`src/rtl/tick_scheduler.sv`:
```
// Shared timebase scheduler: one prescaler produces a base tick, and NCH channels
// count base ticks and emit periodic or one-shot expiry pulses. Configured via valid/ready.
module tick_scheduler #(
    parameter int unsigned CLK_HZ  = 50000000,
    parameter int unsigned BASE_HZ = 1000,
    parameter int unsigned NCH     = 4,
    parameter int unsigned PW      = 16,
    localparam int unsigned CW     = (NCH > 1) ? $clog2(NCH) : 1
) (
    input  logic            clkin,
    input  logic            rst,
    input  logic            run,
    input  logic            cfg_valid,
    output logic            cfg_ready,
    input  logic [CW-1:0]   cfg_ch,
    input  logic [PW-1:0]   cfg_period,
    input  logic            cfg_mode,
    input  logic            cfg_en,
    output logic            base_tick,
    output logic [NCH-1:0]  tick,
    output logic [NCH-1:0]  busy
);

    localparam int unsigned PRESCALE = CLK_HZ / BASE_HZ;
    localparam int unsigned PSW      = $clog2(PRESCALE);

    logic [PSW-1:0] r_pre;
    logic           r_base;
    logic           r_ready;
    logic [NCH-1:0] r_tick;
    logic [NCH-1:0] r_armed;
    logic [NCH-1:0] r_mode;
    logic [PW-1:0]  r_cnt [NCH];
    logic [PW-1:0]  r_per [NCH];

    logic           w_pre_last;
    logic           w_wrap;
    logic           w_acc;
    logic           w_wr_hit;
    logic [PSW-1:0] w_pre_nxt;
    logic [NCH-1:0] w_sel;

    // Prescaler wrap and config-write decode.
    always_comb begin
        w_pre_last = (r_pre == PSW'(PRESCALE - 1));
        w_wrap     = run & w_pre_last;
        w_pre_nxt  = w_pre_last ? '0 : r_pre + PSW'(1);
        w_acc      = cfg_valid & r_ready;
        w_wr_hit   = w_acc & (32'(cfg_ch) < NCH);
        w_sel      = '0;
        for (int c = 0; c < NCH; c++) begin
            w_sel[c] = w_wr_hit & (cfg_ch == CW'(c));
        end
    end

    always_ff @(posedge clkin) begin
        if (rst) begin
            r_pre   <= '0;
            r_base  <= 1'b0;
            r_ready <= 1'b1;
            r_tick  <= '0;
            r_armed <= '0;
            r_mode  <= '0;
            for (int c = 0; c < NCH; c++) begin
                r_cnt[c] <= '0;
                r_per[c] <= '0;
            end
        end else begin
            if (run) begin
                r_pre <= w_pre_nxt;
            end
            r_base  <= w_wrap;
            r_ready <= ~w_acc;
            for (int c = 0; c < NCH; c++) begin
                r_tick[c] <= 1'b0;
                // A write always wins over an expiry in the same cycle.
                if (w_sel[c]) begin
                    r_per[c]   <= cfg_period;
                    r_mode[c]  <= cfg_mode;
                    r_armed[c] <= cfg_en & (cfg_period != '0);
                    r_cnt[c]   <= '0;
                end else if (r_armed[c]) begin
                    // One-shot disarms one cycle after its tick so busy spans the tick cycle.
                    if (r_tick[c] && r_mode[c]) begin
                        r_armed[c] <= 1'b0;
                    end else if (w_wrap) begin
                        if (r_cnt[c] == r_per[c] - PW'(1)) begin
                            r_tick[c] <= 1'b1;
                            r_cnt[c]  <= '0;
                        end else begin
                            r_cnt[c] <= r_cnt[c] + PW'(1);
                        end
                    end
                end
            end
        end
    end

    assign cfg_ready = r_ready;
    assign base_tick = r_base;
    assign tick      = r_tick;
    assign busy      = r_armed;

endmodule

```
`config.mk`:
```
export PLATFORM = sky130hd
export DESIGN_NAME = tick_scheduler
export DESIGN_NICKNAME = d
export VERILOG_FILES = /design/src/rtl/tick_scheduler.sv
export SDC_FILE = /design/constraint.sdc
export NUM_CORES = 1
export LEC_CHECK = 0
export ABC_AREA = 1
export ABC_CLOCK_PERIOD_IN_PS = 4860
export CAP_MARGIN = 5
export CORE_MARGIN = 2
export CORE_UTILIZATION = 50
export CTS_CLUSTER_SIZE = 30
export DETAILED_ROUTE_END_ITERATION = 16
export GPL_TIMING_DRIVEN = 0
export PLACE_DENSITY = 0.7
export SLEW_MARGIN = 25
export SYNTH_ARGS = -nofsm -noshare
export SYNTH_HDL_FRONTEND = slang
export SYNTH_SLANG_ARGS = --single-unit
```
`constraint.sdc`:
```
create_clock -name clkin -period 4.86 [get_ports clkin]
set_input_delay 0.729 -clock clkin [delete_from_list [all_inputs] [get_ports clkin]]
set_output_delay 0.729 -clock clkin [all_outputs]
set_load 0.02 [all_outputs]
```
After elaboration in Yosys (flattened, before gate mapping)

Memory sizes are Yosys's and may differ from the RTL's.
Index checks and enable logic that the tools add are counted.

Add/sub/neg operators: 9
Equal/unequal tests: 8
Multiplexer cells: 99
Bitwise gates (word level): 24
Reduce and logical (&&, ||, !) cells: 6

Operator list:

| cell                  | count |
|---|---|
| $mux 16               | 17 |
| $mux 1                | 82 |
| $add 16x1->16 const B | 5 |
| $eq 16x16->1          | 4 |
| $sub 16x1->16 const B | 4 |
| $eq 16x16->1 const B  | 1 |
| $or 1x1->1            | 16 |
| $reduce_bool 16->1    | 1 |
| $and 1x1->1           | 7 |
| $eq 2x2->1 const B    | 2 |
| $logic_and 1x1->1     | 4 |
| $eq 2x1->1 const B    | 1 |
| $logic_not 2->1       | 1 |
| $not 1->1             | 1 |

Register bits after elaboration: 30
RAM bits: 128
Input bits: 24
Memories: 2

Memories:

| memory | depth | width | read ports | clocked after Yosys merged registers in | wr ports | RTL line | RTL |
|---|---|---|---|---|---|---|---|
| r_cnt  | 4     | 16    | 4          | 0                                       | 4        | 33       | `logic [PW-1:0] r_cnt [NCH];` |
| r_per  | 4     | 16    | 4          | 0                                       | 4        | 34       | `logic [PW-1:0] r_per [NCH];` |

Depth between registers and ports, before layout

Gate-level depths: netlist of the first run.

Depth after elaboration: 11
Gate-level depth with buffers: 16

Worst setup path before layout of the first run

OpenSTA, ideal clock, no wires.

Path kind: input to register
From: input run
To: memory r_cnt[0][0], enable pin
Library setup time: 372 ps
Arrival: 1862 ps
Data required time: 4488 ps
Slack: 2626 ps
Stages: 6
Cell sequence: nand4_1 -> nor4_4 -> inv_2 -> nor2_4 -> inv_1 -> nand2_1

RTL lines:

| item            | RTL line | RTL |
|---|---|---|
| start, declared | 12       | `input logic run,` |
| end, declared   | 33       |  |

==> impl_metrics.ini, run 1 <==
[hold_path]
hp-start = cfg_ready
hold_depth = 1
min_path_type = flip-flop to flip-flop
hold_end = cfg_ready

[timing]
worst_slack_ns = 2.09
setup_violations = 0
hold_viol_final = 0
fin_skew_ns = 0.0120
setup_tns_ns = 0
fmax_ghz = 0.361
layout_min_cycle_time_ns = 2.77
finalMaxSlewViolations = 0
whs_ns = 0.436
max_slew_margin = 0.318
worstMarginPinSlew_ns = 1.01
period_share = 0.571
rsz0062_at_grt = no

[place]
dp_hpwl_um = 15100
dpl_cell_area_um2 = 10400
dp_slack_ns = 1.58
numPortBuffers = 32
gp_congestion = 0.846

[setup_path]
crit_family = simple AND/OR/NAND/NOR gates
crit_path_top_delay_cell = clkdlybuf4s50_1
crit_chain = clkdlybuf4s50_1 -> nand4_1 -> nor4_4 -> inv_2 -> nor2_4 -> inv_1 -> nand2_1
reg2reg_to = r_cnt[3][2]
start_kind = primary input
cp-end-kind = flip-flop
crit_path_max_incr_delay_ns = 0.61
r2r_slack_ns = 2.45
cp_num_buf_inv = 3
crit_path_max_fanout = 16
cp.arrival_ns = 2.83
cp.required_ns = 4.92
r2r_start = r_pre[0]
crit_type = primary input to flip-flop
reg2regPathDepth = 7

[clock_tree]
cts_buffer_depth = 2
clock_latency_ns = 0.43
clk_root_buffer_cell = clkbuf_16
ctsResizeCount = 0
cts.sinks = 158
cts-htree-levels = 4
postCtsSetupRepairBufs = 0
hold_buffers = 0
cts_inserted_buffers = 17
cts_tree = yes
clkTransAtPathRegs_ns = 0.07

[drt]
routed_wl_um = 20100
via_per_inst = 4.95
routedWlPerCell_um = 13.3
vias = 7514
drc = 0
drtIter0Drc = 501
ant_nets = 0
first_pass_iters = 4

[synth]
synth_cell_types = 40
synthTopCellsByArea = edfxtp_1, nand2_1, nor2_1, xor2_1, inv_1
netlist_area_um2 = 9780
synth_nets = 1221
yosysWarnings = 0
synth_most_common_cell = nand2_1
synth-edff-count = 128
synth-seq-area-share = 0.454
yosys.area.top_type = edfxtp_1
yosys_register_bits = 158
yosysTopAreaCellShare = 0.393
avgSynthCellArea_um2 = 8.23
async_reset_ff_frac = 0
syn_inst = 1188
synth_common_cells = nand2_1, nor2_1, inv_1
synth_ff_type = edfxtp_1

[pwr]
ir_drop_v = 0.000261
pwr-share-comb = 0.103
power.switching_uw = 913
p_int_uw = 2330
power_switching_share = 0.281
pwr-share-seq = 0.487
power_frac_clock = 0.410
power_density_nw_per_um2 = 295
p_leak_uw = 0.00454
total_power_uw = 3250

[run]
drv_cap = 0

[cells_and_area]
area_growth_pct = 12.7
multiInputGateArea_um2 = 4590
drive_gt1_frac = 0.115
antenna_cells = 0
seq_area_um2 = 4440
fill_cells = 1739
fin_area_um2 = 11000
final_nets = 1272

[global_route]
grt_max_degree = 19
track_usage = 0.202
globalRoute.totalOverflow = 0
grt_pass1_vias = 6855
grt_pass1_wl_um = 32700
antenna_found_initial = 0

[floorplanning]
rows = 51
pin_count = 34
die_y_um = 144
dieArea_um2 = 20700
initial_utilization = 0.506
fp.coreArea_um2 = 19300
die_x_um = 144

[outcome]
outcome = completed
routing by layer:
metal | routed length, um | GRT usage | vias up
met4 | 180 | 0.0470 | 0
li1 | - | - | 3909
met1 | 9750 | 0.277 | 3452
met5 | 0 | 0 | -
met3 | 651 | 0.0350 | 18
met2 | 9540 | 0.335 | 135
cells by family (layout without fill, tap and decap cells):
family / after synthesis / count (layout) / share of synthesized area
DFF: 158 / 158 / 0.454
AOI/OAI and AO/OA: 46 / 46 / 0.0237
adders and majority gates: 9 / 9 / 0.0115
buffers and inverters: 184 / 248 / 0.0768
and+or+nand+nor: 682 / 682 / 0.333
xor gates and xnor gates: 109 / 109 / 0.101
cell type report:
type / instances / share of cell area
tap: 265 / 0.0301
clock inverter: 15 / 0.0145
inverter: 171 / 0.0583
timing repair buffer: 32 / 0.0291
multi-input combinational: 846 / 0.416
sequential: 158 / 0.403
clock buffer: 17 / 0.0386
buffer: 13 / 0.00988
per-stage QoR:
step,cells,utilization
2_1_floorplan,1188,-
3_3_place_gp,1485,0.540
3_5_place_dp,1485,0.540
4_1_cts,1517,0.570
5_1_grt,1517,0.570
6_report,1517,0.570
cells in the final DEF (no fill, tap or decap), types with 17 or more instances in the layout:
| master | instances |
|---|---|
| dfxtp_1 | 30 |
| inv_1 | 166 |
| xor2_1 | 77 |
| edfxtp_1 | 128 |
| nor3_1 | 18 |
| nor2_2 | 58 |
| nand4_1 | 17 |
| nand3_1 | 76 |
| nor2_1 | 208 |
| clkdlybuf4s50_1 | 32 |
| clkbuf_16 | 17 |
| nand2_1 | 235 |
| o21ai_0 | 23 |
| xnor2_1 | 30 |
power groups by stage:
stage	sequential, uW	clock, uW	combinational (uW)
2_1_floorplan	1590	0	250
3_5_place_dp	1610	0	331
4_1_cts	1580	1340	335
5_1_grt	1590	1400	379
3_3_place_gp	1610	0	324
6_report	1580	1330	334
sequential cells by signal, summed over array words and instances, names as in the netlist:
signal     count
busy           4
tick           4
r_per         64
r_pre         16
r_cnt         64
cfg_ready      1
base_tick      1
r_mode         4
worst register-to-register path, delay by kind of cell (launching register included):
kind / cells / cell delay [ns]
buffers and inverters: 2 / 0.27
and+or+nand+nor: 4 / 1.18
adders and majority gates: 1 / 0.23
DFF: 1 / 0.36
worst max path at each step:
stage,start,slack [ns],endpoint,depth (start not counted)
floorplan,run,2.63,r_cnt[0][0],6
global placement,run,1.64,r_cnt[1][14],7
detailed placement,run,1.58,r_cnt[1][14],7
CTS,run,2.05,r_cnt[1][11],7
global route,run,1.93,r_cnt[1][15],7
finish,run,2.09,r_cnt[3][2],7
Note: power is estimated with default switching activity, not from simulation.
==> run 2: changes to the inputs <==
--- a/config.mk
+++ b/config.mk
@@ -6,7 +6,7 @@
 export NUM_CORES = 1
 export LEC_CHECK = 0
 export ABC_AREA = 1
-export ABC_CLOCK_PERIOD_IN_PS = 4860
+export ABC_CLOCK_PERIOD_IN_PS = 2600
 export CAP_MARGIN = 5
 export CORE_MARGIN = 2
 export CORE_UTILIZATION = 50
==> constraint.sdc (replaced) <==
create_clock -name clkin -period 2.6 [get_ports clkin]
set_input_delay 0.39 -clock clkin [delete_from_list [all_inputs] [get_ports clkin]]
set_output_delay 0.39 -clock clkin [all_outputs]
set_load 0.02 [all_outputs]
==> impl_metrics.ini, run 2 (synthesis results as in run 1) <==
[global_route]
grt_pass1_vias = 6855
antenna_found_initial = 0
globalRoute.totalOverflow = 0
track_usage = 0.202
grt_pass1_wl_um = 32700
grt_max_degree = 19

[clock_tree]
cts_buffer_depth = 2
clkTransAtPathRegs_ns = 0.07
clk_root_buffer_cell = clkbuf_16
cts.sinks = 158
cts-htree-levels = 4
postCtsSetupRepairBufs = 0
cts_inserted_buffers = 17
clock_latency_ns = 0.43
cts_tree = yes

[cells_and_area]
final_cells = 1517
layout_commonest_cell = nand2_1
fill_cells = 1740
fin_area_um2 = 11000
antenna_cells = 0
area_growth_pct = 12.7
reg.largest.list = r_cnt (64), r_per (64), r_pre (16)
drive_gt1_frac = 0.116
final_cell_mix = nand2_1, nor2_1, inv_1, edfxtp_1, xor2_1
final_util = 0.570
final_nets = 1272

[setup_path]
cp.arrival_ns = 2.49
cp.required_ns = 2.66
startpoint = run
reg2regPathDepth = 7
crit_path_max_fanout = 16
r2r_start = r_pre[0]
start_kind = primary input
crit_type = primary input to flip-flop
cp-end-kind = flip-flop

[place]
dp_hpwl_um = 15100
numPortBuffers = 32
place_inst = 1485
gp_congestion = 0.846
dp_slack_ns = -0.340
dpl_cell_area_um2 = 10400

[timing]
whs_ns = 0.333
period_share = 0.936
layout_min_cycle_time_ns = 2.43
rsz0062_at_grt = no
finalMaxSlewViolations = 0
setup_violations = 0
hold_viol_final = 0
fmax_ghz = 0.411
max_slew_margin = 0.318
worst_slack_ns = 0.166
fin_skew_ns = 0.0120
worstMarginPinSlew_ns = 1.01

[hold_path]
hp-start = rst
min_path_type = primary input to flip-flop
hold_depth = 2

[pwr]
power_density_nw_per_um2 = 551
ir_drop_v = 0.000488
p_leak_uw = 0.00454

[drt]
via_per_inst = 4.95
drtIter0Drc = 501
vias = 7512
first_pass_iters = 4
routedWlPerCell_um = 13.3
routed_wl_um = 20100
drc = 0
ant_nets = 0

[floorplanning]
die_y_um = 144
dieArea_um2 = 20700
pin_count = 34
die_x_um = 144
rows = 51
initial_utilization = 0.506
fp.coreArea_um2 = 19300

[outcome]
outcome = completed

[run]
drv_cap = 0
-- run 2: cell types whose count changed in the layout (fill, tap and decap cells not counted) --
cell     change
nand2_1      -1
nand2_2      +1
-- run 2: power breakdown --
part	internal [uW]	switching, uW
registers	2840	118
clock network	1290	1200
logic	231	393
total	4360	1710
-- run 2: cell type report --
class | instances | area [um^2] | area share
multi-input cells | 846 | 4590 | 0.416
plain buffers | 13 | 109 | 0.00988
inverters | 171 | 642 | 0.0582
repair buffers | 32 | 320 | 0.0291
clock inverters | 15 | 160 | 0.0145
clock buffers | 17 | 425 | 0.0386
flip-flops and latches | 158 | 4440 | 0.403
well taps | 265 | 332 | 0.0301
-- run 2: worst paths after layout --
check	end	slack, ns
max	r_cnt[3][2]	0.17
min	base_tick	0.33
max reg2reg	r_cnt[3][2]	0.19
min reg2reg	cfg_ready	0.44
-- run 2: routing by layer --
metal | routed length, um | part of all wire | global-route usage | vias to the layer above
met2 | 9540 | 0.47 | 0.335 | 135
li1 | - | - | - | 3909
met4 | 180 | 0.0089 | 0.0470 | 0
met1 | 9750 | 0.48 | 0.277 | 3450
met5 | 0 | 0 | 0 | -
met3 | 651 | 0.032 | 0.0350 | 18
-- run 2: repair_timing --
action                                  in CTS  in global routing
endpoints found under the setup margin       0                  8
resized for setup                            0                  1
hold buffers                                 0                  0
-- run 2: stage by stage --
| step | power [uW] | TNS, ns |
|---|---|---|
| 4_1_cts | 6090 | 0 |
| 2_1_floorplan | 3440 | 0 |
| 3_5_place_dp | 3630 | -18.56 |
| 5_1_grt | 6290 | 0 |
| 3_3_place_gp | 3610 | -16.51 |
| 6_report | 6070 | 0 |
-- run 2: critical path: stages --
cell	delay, ns
clkdlybuf4s50_1	0.61
nand4_1	0.18
nor4_4	0.35
inv_2	0.20
nor2_4	0.15
inv_1	0.07
nand2_1	0.53
==> run 3: changes to the inputs <==
--- a/config.mk
+++ b/config.mk
@@ -7,13 +7,13 @@
 export LEC_CHECK = 0
 export ABC_AREA = 1
 export ABC_CLOCK_PERIOD_IN_PS = 2600
-export CAP_MARGIN = 5
+export CAP_MARGIN = 15
 export CORE_MARGIN = 2
-export CORE_UTILIZATION = 50
+export CORE_UTILIZATION = 45
 export CTS_CLUSTER_SIZE = 30
 export DETAILED_ROUTE_END_ITERATION = 16
 export GPL_TIMING_DRIVEN = 0
-export PLACE_DENSITY = 0.7
+export PLACE_DENSITY = 0.65
 export SLEW_MARGIN = 25
 export SYNTH_ARGS = -nofsm -noshare
 export SYNTH_HDL_FRONTEND = slang
==> impl_metrics.ini, run 3 (synthesis results as in run 1) <==
[clock_tree]
clk_root_buffer_cell = clkbuf_16
postCtsSetupRepairBufs = 0
hold_buffers = 0
cts_tree = yes
cts_buffer_depth = 2
cts-htree-levels = 4
cts_inserted_buffers = 17
cts.sinks = 158
clock_latency_ns = 0.43
clkTransAtPathRegs_ns = 0.07

[setup_path]
crit_path_max_fanout = 16
crit_type = primary input to flip-flop
cp-end-kind = flip-flop
cp.arrival_ns = 2.45
crit_chain = clkdlybuf4s50_1 -> nand4_1 -> nor4_4 -> inv_2 -> nor2_4 -> inv_1 -> nand2_1
crit_path_max_incr_delay_ns = 0.61
cp.required_ns = 2.66
crit_path_top_delay_cell = clkdlybuf4s50_1
start_kind = primary input

[cells_and_area]
antenna_cells = 0
final_cells = 1527
final_cell_mix = nand2_1, nor2_1, inv_1, edfxtp_1, xor2_1
fill_cells = 1931
reg.largest.list = r_cnt (64), r_per (64), r_pre (16)
final_nets = 1272
final_util = 0.520
area_growth_pct = 12.6
drive_gt1_frac = 0.116
layout_commonest_cell = nand2_1

[outcome]
outcome = completed

[timing]
finalMaxSlewViolations = 0
setup_violations = 0
rsz0062_at_grt = no
worstMarginPinSlew_ns = 0.900
worst_slack_ns = 0.208
period_share = 0.920
fmax_ghz = 0.418
setup_tns_ns = 0
layout_min_cycle_time_ns = 2.39
fin_skew_ns = 0.0124
max_slew_margin = 0.394
hold_viol_final = 0

[floorplanning]
rows = 53
die_y_um = 151
pin_count = 34
fp.coreArea_um2 = 21200
die_x_um = 151
initial_utilization = 0.462
dieArea_um2 = 22900

[place]
gp_congestion = 0.894
place_inst = 1495
dp_hpwl_um = 15500
dp_slack_ns = -0.320
numPortBuffers = 32

[drt]
routed_wl_um = 20300
first_pass_iters = 5
ant_nets = 0
vias = 7475
routedWlPerCell_um = 13.3
via_per_inst = 4.90
drtIter0Drc = 477
drc = 0

[pwr]
power_density_nw_per_um2 = 542
p_leak_uw = 0.00454
ir_drop_v = 0.000515
total_power_uw = 5960

[hold_path]
min_path_type = primary input to flip-flop

[run]
drv_cap = 0

[global_route]
grt_pass1_wl_um = 33200
grt_pass1_vias = 6947
globalRoute.totalOverflow = 0
grt_max_degree = 17
antenna_found_initial = 0
track_usage = 0.185
run 3: cell types whose count changed in the layout (fill, tap and decap cells not counted), sizes merged:
cell,change
clkinv,+1
clkinvlp,-1
inv,-4
clkbuf,+4
run 3: critical path, delay by kind of cell:
family / cells / cell delay [ns]
simple gates: 4 / 1.18
buf+inv: 3 / 0.87
run 3: metal layers:
layer	wire length [um]	up-vias	GRT usage
met5	0	-	0
li1	-	3897	-
met1	10000	3449	0.253
met3	630	19	0.0322
met2	9480	110	0.307
met4	218	0	0.0453
run 3: what timing repair did:
item / CTS / global route
gates resized for setup: 0 / 2
setup endpoints to repair: 0 / 32
hold endpoints to repair: 0 / 0
run 3: report_power, final:
part | switching (uW) | internal [uW]
clock network | 1050 | 1340
registers | 116 | 2840
logic | 394 | 231
run 3: final timing paths:
| check | start | end | slack [ns] | depth (start not counted) |
|---|---|---|---|---|
| worst max-delay path | run | r_cnt[3][14] | 0.21 | 7 |
| worst min-delay path | rst | r_pre[15] | 0.36 | 2 |
| worst max register to register | r_pre[1] | r_cnt[3][14] | 0.25 | 7 |
| worst min register to register | cfg_ready | cfg_ready | 0.42 | 1 |
run 3: per-stage QoR:
stage                     area (um^2)  hold WS (ns)
after CTS                       11000         0.345
after detailed placement        10400         0.411
after global placement          10400         0.411
final                           11000         0.362
after global routing            11000         0.391
after floorplan                  9780         0.428
run 3: cell type report:
class                      count  area, um^2  area share
tap                          275         344      0.0313
clock buffer                  21         482      0.0438
buffer                        13         109     0.00989
inverter                     171         642      0.0583
multi-input combinational    846        4590       0.417
timing repair buffer          32         320      0.0291
sequential                   158        4440       0.404
clock inverter                11        76.3     0.00693
